`config.mk`:
```
export PLATFORM = sky130hd
export DESIGN_NAME = msdap_main_ctrl
export DESIGN_NICKNAME = d
export VERILOG_FILES = /design/src/rtl/msdap_main_ctrl.sv
export SDC_FILE = /design/constraint.sdc
export NUM_CORES = 1
export LEC_CHECK = 0
export CAP_MARGIN = 20
export CORE_MARGIN = 1
export CORE_UTILIZATION = 56
export DETAILED_ROUTE_END_ITERATION = 7
export GPL_TIMING_DRIVEN = 0
export PLACE_DENSITY = 0.85
export SLEW_MARGIN = 20
export SYNTH_ARGS = -nofsm -noshare
export SYNTH_HDL_FRONTEND = slang
export SYNTH_SLANG_ARGS = --single-unit
```
`constraint.sdc`:
```
create_clock -name SCLK -period 2.47 [get_ports SCLK]
set_input_delay 0.3705 -clock SCLK [delete_from_list [all_inputs] [get_ports SCLK]]
set_output_delay 0.3705 -clock SCLK [all_outputs]
set_load 0.01 [all_outputs]
```
`src/rtl/msdap_main_ctrl.sv`:
```
// MSDAP main sequencer: init sweep, Rj/coeff load, sample run, clear sweep, optional sleep.
// Define MSDAP_CTRL_SLEEP_EN to include the SLEEPING state and the all_zeros path.
module msdap_main_ctrl #(
    parameter int RJ_DEPTH    = 16,
    parameter int COEFF_DEPTH = 512,
    parameter int DATA_DEPTH  = 256
) (
    input  logic                           SCLK,
    input  logic                           start,
    input  logic                           frame_pulse,
    input  logic                           word_valid,
    input  logic                           word_nonzero,
    input  logic                           all_zeros,
    input  logic                           clear_req,
    output logic [3:0]                     state,
    output logic                           in_ready,
    output logic                           rj_we,
    output logic [$clog2(RJ_DEPTH)-1:0]    rj_addr,
    output logic                           coeff_we,
    output logic [$clog2(COEFF_DEPTH)-1:0] coeff_addr,
    output logic                           data_we,
    output logic [$clog2(DATA_DEPTH)-1:0]  data_addr,
    output logic                           data_zero,
    output logic                           compute_start,
    output logic                           sleep
);
    localparam int RJ_AW = $clog2(RJ_DEPTH);
    localparam int CO_AW = $clog2(COEFF_DEPTH);
    localparam int DA_AW = $clog2(DATA_DEPTH);
    localparam int MX_AW = (RJ_AW > DA_AW) ? RJ_AW : DA_AW;
    localparam int CNT_W = (CO_AW > MX_AW) ? CO_AW : MX_AW;

    typedef enum logic [3:0] {
        ST_INIT       = 4'd0,
        ST_WAIT_RJ    = 4'd1,
        ST_READ_RJ    = 4'd2,
        ST_WAIT_COEFF = 4'd3,
        ST_READ_COEFF = 4'd4,
        ST_WAIT_INPUT = 4'd5,
        ST_WORKING    = 4'd6,
        ST_CLEARING   = 4'd7,
        ST_SLEEPING   = 4'd8
    } state_t;

    state_t               r_state;
    state_t               w_next;
    logic [CNT_W-1:0]     r_cnt;
    logic                 r_done;
    logic                 r_in_ready;
    logic                 r_rj_we;
    logic [RJ_AW-1:0]     r_rj_addr;
    logic                 r_coeff_we;
    logic [CO_AW-1:0]     r_coeff_addr;
    logic                 r_data_we;
    logic [DA_AW-1:0]     r_data_addr;
    logic                 r_data_zero;
    logic                 r_compute_start;

    // Handshake: word_valid is a one-cycle pulse with the word held >=2 cycles;
    // in_ready advertises that the controller consumes it. Each accepted pulse
    // yields exactly one write strobe on the following cycle; there is no backpressure.
    always_comb begin
        w_next = r_state;
        case (r_state)
            ST_INIT:       if (r_done) w_next = ST_WAIT_RJ;
            ST_WAIT_RJ:    if (frame_pulse) w_next = ST_READ_RJ;
            ST_READ_RJ:    if (word_valid && r_cnt == CNT_W'(RJ_DEPTH - 1)) w_next = ST_WAIT_COEFF;
            ST_WAIT_COEFF: if (frame_pulse) w_next = ST_READ_COEFF;
            ST_READ_COEFF: if (word_valid && r_cnt == CNT_W'(COEFF_DEPTH - 1)) w_next = ST_WAIT_INPUT;
            ST_WAIT_INPUT: if (frame_pulse) w_next = ST_WORKING;
            ST_WORKING: begin
                if (clear_req) w_next = ST_CLEARING;
`ifdef MSDAP_CTRL_SLEEP_EN
                else if (all_zeros) w_next = ST_SLEEPING;
`endif
            end
            ST_CLEARING:   if (r_done && !clear_req) w_next = ST_WAIT_INPUT;
`ifdef MSDAP_CTRL_SLEEP_EN
            ST_SLEEPING: begin
                if (clear_req) w_next = ST_CLEARING;
                else if (!all_zeros && word_valid && word_nonzero) w_next = ST_WORKING;
            end
`endif
            default:       w_next = ST_INIT;
        endcase
    end

`ifdef MSDAP_CTRL_SLEEP_EN
    logic r_sleep;
`endif

    always_ff @(posedge SCLK) begin
        if (start) begin
            r_state         <= ST_INIT;
            r_cnt           <= '0;
            r_done          <= 1'b0;
            r_in_ready      <= 1'b0;
            r_rj_we         <= 1'b0;
            r_rj_addr       <= '0;
            r_coeff_we      <= 1'b0;
            r_coeff_addr    <= '0;
            r_data_we       <= 1'b0;
            r_data_addr     <= '0;
            r_data_zero     <= 1'b0;
            r_compute_start <= 1'b0;
`ifdef MSDAP_CTRL_SLEEP_EN
            r_sleep         <= 1'b0;
`endif
        end else begin
            r_state         <= w_next;
            r_in_ready      <= !(w_next == ST_INIT || w_next == ST_CLEARING);
            r_rj_we         <= 1'b0;
            r_coeff_we      <= 1'b0;
            r_data_we       <= 1'b0;
            r_data_zero     <= 1'b0;
            r_compute_start <= r_data_we && !r_data_zero && (w_next == ST_WORKING);
`ifdef MSDAP_CTRL_SLEEP_EN
            r_sleep         <= (w_next == ST_SLEEPING);
`endif
            // data_addr points at the next free slot once the sample write retires
            if (r_data_we && !r_data_zero) r_data_addr <= r_data_addr + 1'b1;

            case (r_state)
                ST_INIT, ST_CLEARING: begin
                    if (!r_done) begin
                        r_data_we   <= 1'b1;
                        r_data_zero <= 1'b1;
                        r_data_addr <= r_cnt[DA_AW-1:0];
                        r_cnt       <= r_cnt + 1'b1;
                        if (r_cnt == CNT_W'(DATA_DEPTH - 1)) r_done <= 1'b1;
                    end
                end
                ST_READ_RJ: begin
                    if (word_valid) begin
                        r_rj_we   <= 1'b1;
                        r_rj_addr <= r_cnt[RJ_AW-1:0];
                        r_cnt     <= r_cnt + 1'b1;
                    end
                end
                ST_READ_COEFF: begin
                    if (word_valid) begin
                        r_coeff_we   <= 1'b1;
                        r_coeff_addr <= r_cnt[CO_AW-1:0];
                        r_cnt        <= r_cnt + 1'b1;
                    end
                end
                ST_WORKING:  if (word_valid && w_next == ST_WORKING) r_data_we <= 1'b1;
`ifdef MSDAP_CTRL_SLEEP_EN
                ST_SLEEPING: if (w_next == ST_WORKING) r_data_we <= 1'b1;
`endif
                default: ;
            endcase

            if (w_next != r_state) begin
                r_cnt  <= '0;
                r_done <= 1'b0;
            end
            if ((r_state == ST_WAIT_INPUT && w_next == ST_WORKING) ||
                (r_state == ST_CLEARING && w_next == ST_WAIT_INPUT))
                r_data_addr <= '0;
        end
    end

    assign state         = r_state;
    assign in_ready      = r_in_ready;
    assign rj_we         = r_rj_we;
    assign rj_addr       = r_rj_addr;
    assign coeff_we      = r_coeff_we;
    assign coeff_addr    = r_coeff_addr;
    assign data_we       = r_data_we;
    assign data_addr     = r_data_addr;
    assign data_zero     = r_data_zero;
    assign compute_start = r_compute_start;

`ifdef MSDAP_CTRL_SLEEP_EN
    assign sleep = r_sleep;
`else
    logic w_unused_inputs;
    assign w_unused_inputs = all_zeros ^ word_nonzero;
    assign sleep = 1'b0;
`endif
endmodule

```
Yosys cells after proc, flatten, opt, wreduce, memory -nomap -nowiden:

Cells that the tools add are included.

* eq/ne operators: 16
* bitwise operators: 3
* add/subtract/negate cells: 2
* multiplexer cells: 21
* reductions and logical operators: 26

Operators by type and width (count)
* 4-bit 2-to-1 mux: 8
* 4-bit one-hot mux with 8 select lines: 1
* 4-bit by 3-bit == test with 1-bit output, second input constant: 7
* 8-bit 2-to-1 mux: 3
* 9-bit 2-to-1 mux: 2
* 9-bit one-hot mux with 2 select lines: 1
* 2-bit OR reduction: 7
* 9-bit by 1-bit adder with 9-bit output, second input constant: 1
* 9-bit by 4-bit == test with 1-bit output, second input constant: 1
* 9-bit by 8-bit == test with 1-bit output, second input constant: 1
* 9-bit == test, second input constant: 1
* 8-bit by 1-bit adder with 8-bit output, second input constant: 1
* 4-bit by 2-bit == test with 1-bit output, second input constant: 2
* 1-bit logical AND: 8
* 4-bit logical NOT: 2
* 1-bit 2-to-1 mux: 5
* 4-bit by 1-bit == test with 1-bit output, second input constant: 1
* 4-bit inequality test: 1
* 2-bit AND reduction: 2
* 1-bit logical NOT: 3
* 1-bit inverter: 3
* 3-bit AND reduction: 1
* 1-bit logical OR: 2
* 2-bit by 1-bit inequality test with 1-bit output, second input constant: 1
* other kinds (3): 3

* word-level logic and storage cells: 80
* register bits: 41
* bits of input ports: 7
* output and inout bits: 32

Longest topological paths before layout:

* depth in word-level cells: 8
* mapped depth: 9
* gate-level depth less buffers: 8

Least setup slack after synthesis:

No wires, ideal clock.

* path kind: reg-to-reg
* start: register r_state[1] (netlist: state[1])
* end: register r_cnt[8]
* path buffers: 3
* arrival time: 1.525 ns
* clock period less this slack: 1.654 ns
* setup time: 0.129 ns
* path slack: 0.816 ns
* required time: 2.341 ns
* cell stages (with the launch flop): 9
* cells stage by stage: dfxtp_1 > buf_6 > buf_6 > nor2b_1 > nand4_1 > o221ai_2 > o32a_1 > buf_6 > a211oi_2

* cells in the longest elaborated chain, start to end: 4
* elaborated cells between the ends (all ways): 26
* those cells by class: 10 x eq/ne; 10 x mux; 6 x reduce/logical

Ends and longest elaborated chain
* from (decl): RTL line 45 `state_t r_state;`
* from (signal assigned): RTL line 110 `r_state <= w_next;`
* 4-bit by 3-bit == test with 1-bit output, or another cell as far along: RTL line 64, 123
* 4-bit one-hot mux with 8 select lines, or another cell as far along: RTL line 64 `case (r_state)`
* 4-bit inequality test, or another cell as far along: RTL line 154 `if (w_next != r_state) begin`
* 2-bit OR reduction (no source line) or 3-bit AND reduction (tied branches)
* to (signal assigned): RTL line 129 `r_cnt <= r_cnt + 1'b1;`
* to (signal assigned): RTL line 137 `r_cnt <= r_cnt + 1'b1;`
* to (signal assigned): RTL line 144 `r_cnt <= r_cnt + 1'b1;`
* to (decl): RTL line 47 `logic [CNT_W-1:0] r_cnt;`

Parallel ways exist; a longest one is shown, timed or not.
A chain may end at the register's enable or synchronous reset.

Worst setup path after layout:

* start: input word_valid
* end: register r_cnt[2]

* cells in the longest elaborated chain, start to end: 5
* elaborated cells between the ends (all ways): 9
* those cells by class: 2 x eq/ne; 3 x mux; 4 x reduce/logical

Ends and longest elaborated chain
* from (decl): RTL line 11 `input logic word_valid,`
* 1-bit logical AND (on tied branches): RTL line 69, 67
* 4-bit 2-to-1 mux (on tied branches): RTL line 69, 67
* 4-bit one-hot mux with 8 select lines: RTL line 64
* 4-bit inequality test: RTL line 154
* 2-bit OR reduction (no source line)

Parallel ways exist; a longest one is shown, timed or not.

==> flow_summary.yaml <==
floorplan:
  die_h_microns: 63.2
  coreArea_sq_um: 3470
  die_area_sq_um: 3990
  initial_core_util_pct: 60.4
  io_pins: 39
  fp.dieW_microns: 63.2
  rows: 21
placement:
  place_ws_ns: 0.0147
  gp_congestion: 0.871
  dpl.hpwl_mm: 3.10
  numPortBuffers: 34
power:
  leakagePower_nw: 0.951
  finalPower_mw: 1.34
  power.density_nw_per_um2: 512
  vdd_ir_drop_max_v: 0.000412
cts:
  cts_tree: "done"
  htreeDepth: 2
  root_buffer: "clkbuf_8"
  clock_latency_ns: 0.29
  clkSlewWorstSetupHoldPaths_ns: 0.07
  clock_sinks: 41
  ctsResizeCount: 0
  postCtsSetupRepairBufs: 0
  cts_buffers: 5
  clock_path_buffers: 2
  cts_hold_buf: 0
global_routing:
  grt_max_degree: 14
  use_met2_pct: 39.9
  grtUsageMet3_pct: 5.80
  overflow: 0
  gr-usage-met1_pct: 31.1
  grt.busiest_layer: "met2"
  grt_pass1_wl_mm: 7.65
  antenna_found_initial: 0
  grt_pass1_vias: 1656
  track_usage_pct: 24.3
worst_setup_path:
  cp.required_ns: 2.65
  start_kind: "primary input"
  setup.worst_path.start: "word_valid"
  path_class: "in -> reg"
  cp-end-kind: "flop"
  timing.rr.start: "r_cnt[3]"
  arrival_ns: 2.35
  cp_max_fo: 10
drt:
  vias: 1739
  dr.pass1.iters: 4
  drc: 0
  wl_per_cell_microns: 14.0
  postRouteAntennaNets: 0
  finalWirelength_mm: 4.35
  vias_per_cell: 5.61
  drtIter0Drc: 69
sta:
  report.final.slew_viol_count: 0
  holdWs_ns: 0.474
  fin_skew_ns: 0.00499
  fin_ws_ns: 0.305
  hold_viol: 0
  fmax_mhz: 462
  period_share_pct: 87.6
  worst_pin_slew_ns: 0.565
  slew_headroom_pct: 62.1
  fin_tns_setup_ns: 0
  setup-violations-final: 0
  period_needed_ns: 2.16
  rsz0062_at_grt: "no"
logic_synthesis:
  synth_ff_type: "dfxtp_1"
  ys_types: 51
  ys_seq_elements: 41
  synth_edf_count: 0
  syn_area_sq_um: 2090
  yosysSeqAreaShare_pct: 39.2
  ys_warn_count: 0
  avgSynthCellArea_sq_um: 9.48
  netlist_instances: 221
  async_reset_ff_share_pct: 0
cells_and_area:
  num-nets-final: 274
  synthToLayoutAreaGrowth_pct: 24.9
  drive_above_1_share_pct: 15.9
  fillers: 245
  final_cell_mix: "41 x dfxtp_1, 34 x clkdlybuf4s50_1, 33 x nor2_1"
  final_common_cell: "dfxtp_1"
  antennaDiodeCount: 0
run:
  cap_violations: 0
status:
  outcome: "complete, no violations"
min_path:
  hp-start: "rj_addr[0]"
  hp-class: "reg -> reg"
## kinds of logic (layout without fill, tap and decap cells)
logic type,count (synthesis),in the layout,share of synthesized area [%]
other cells,1,2,0.179
simple gates,94,94,25.2
flops,41,41,39.2
compound gates,34,34,15.0
xor+xnor,16,16,6.69
buf+inv,22,64,7.11
mux,9,9,4.30
fa+ha+maj,4,4,2.39
## critical path, cell delays in order
cell and delay [ns]:
clkdlybuf4s50_1 0.52, nor3b_2 0.51, nand3b_2 0.19, o221ai_2 0.32
o32a_1 0.21, buf_6 0.15, nor2_1 0.06
## routing by layer
layer	share of wire [%]	vias up
met4	1.1	0
met3	4.2	7
met1	48	829
met5	0	-
li1	-	860
met2	46	43
## final cells by class
type | count | area, sq um | share of cell area (%)
timing repair buffer | 34 | 340 | 13.0
tap | 46 | 57.6 | 2.20
inverter | 3 | 11.3 | 0.430
buffer | 19 | 138 | 5.26
multi-input combinational | 159 | 1130 | 43.1
clock inverter | 2 | 37.5 | 1.43
sequential | 41 | 821 | 31.4
clock buffer | 6 | 82.6 | 3.16
## path summary, 6_finish.rpt
kind                endpoint  depth (start not counted)  slack (ns)
hold / removal    rj_addr[0]                          2        0.47
setup reg to reg    r_cnt[2]                          9        0.45
hold reg to reg   rj_addr[0]                          2        0.47
setup / recovery    r_cnt[2]                          7        0.31
## power breakdown
group / internal (mW) / switching, mW / total (mW)
Sequential: 0.672 / 0.0130 / 0.685
Clock: 0.328 / 0.219 / 0.547
Combinational: 0.0509 / 0.0570 / 0.108
Total: 1.05 / 0.289 / 1.34
## per-stage QoR
step | util [%] | instance area [sq um] | cells
after floorplan | - | 2100 | 222
after global placement | 72.0 | 2500 | 302
after detailed placement | 72.0 | 2500 | 302
after CTS | 75.4 | 2620 | 310
after global routing | 75.4 | 2620 | 310
final | 75.4 | 2620 | 310
## registers in the layout, summed over array words and instances (netlist names)
signal         cells
data_we            1
r_cnt              9
r_done             1
coeff_we           1
coeff_addr         9
data_zero          1
compute_start      1
state              4
rj_addr            4
in_ready           1
data_addr          8
rj_we              1
## cells in the mapped netlist, types with 2 or more instances
cell	number	area (sq um)
or3_1	3	18.8
mux2i_1	9	90.1
a21oi_1	10	50.1
nor4b_1	2	17.5
dfxtp_1	41	821
nor3b_1	2	15.0
nand3_1	8	40.0
nand4_1	5	31.3
nor2_1	33	124
o21ai_0	2	10.0
nand2_1	13	48.8
clkbuf_1	7	26.3
buf_6	8	90.1
buf_2	2	10.0
nor4b_2	2	30.0
ha_1	4	50.1
nand2b_1	3	18.8
nor3_1	4	20.0
nor4_1	3	18.8
a211oi_2	9	113
nor2b_1	4	25.0
nor2_2	2	12.5
inv_1	3	11.3
xor2_1	5	43.8
xnor2_1	11	96.3
No activity file was read; power rests on OpenSTA's default activity.
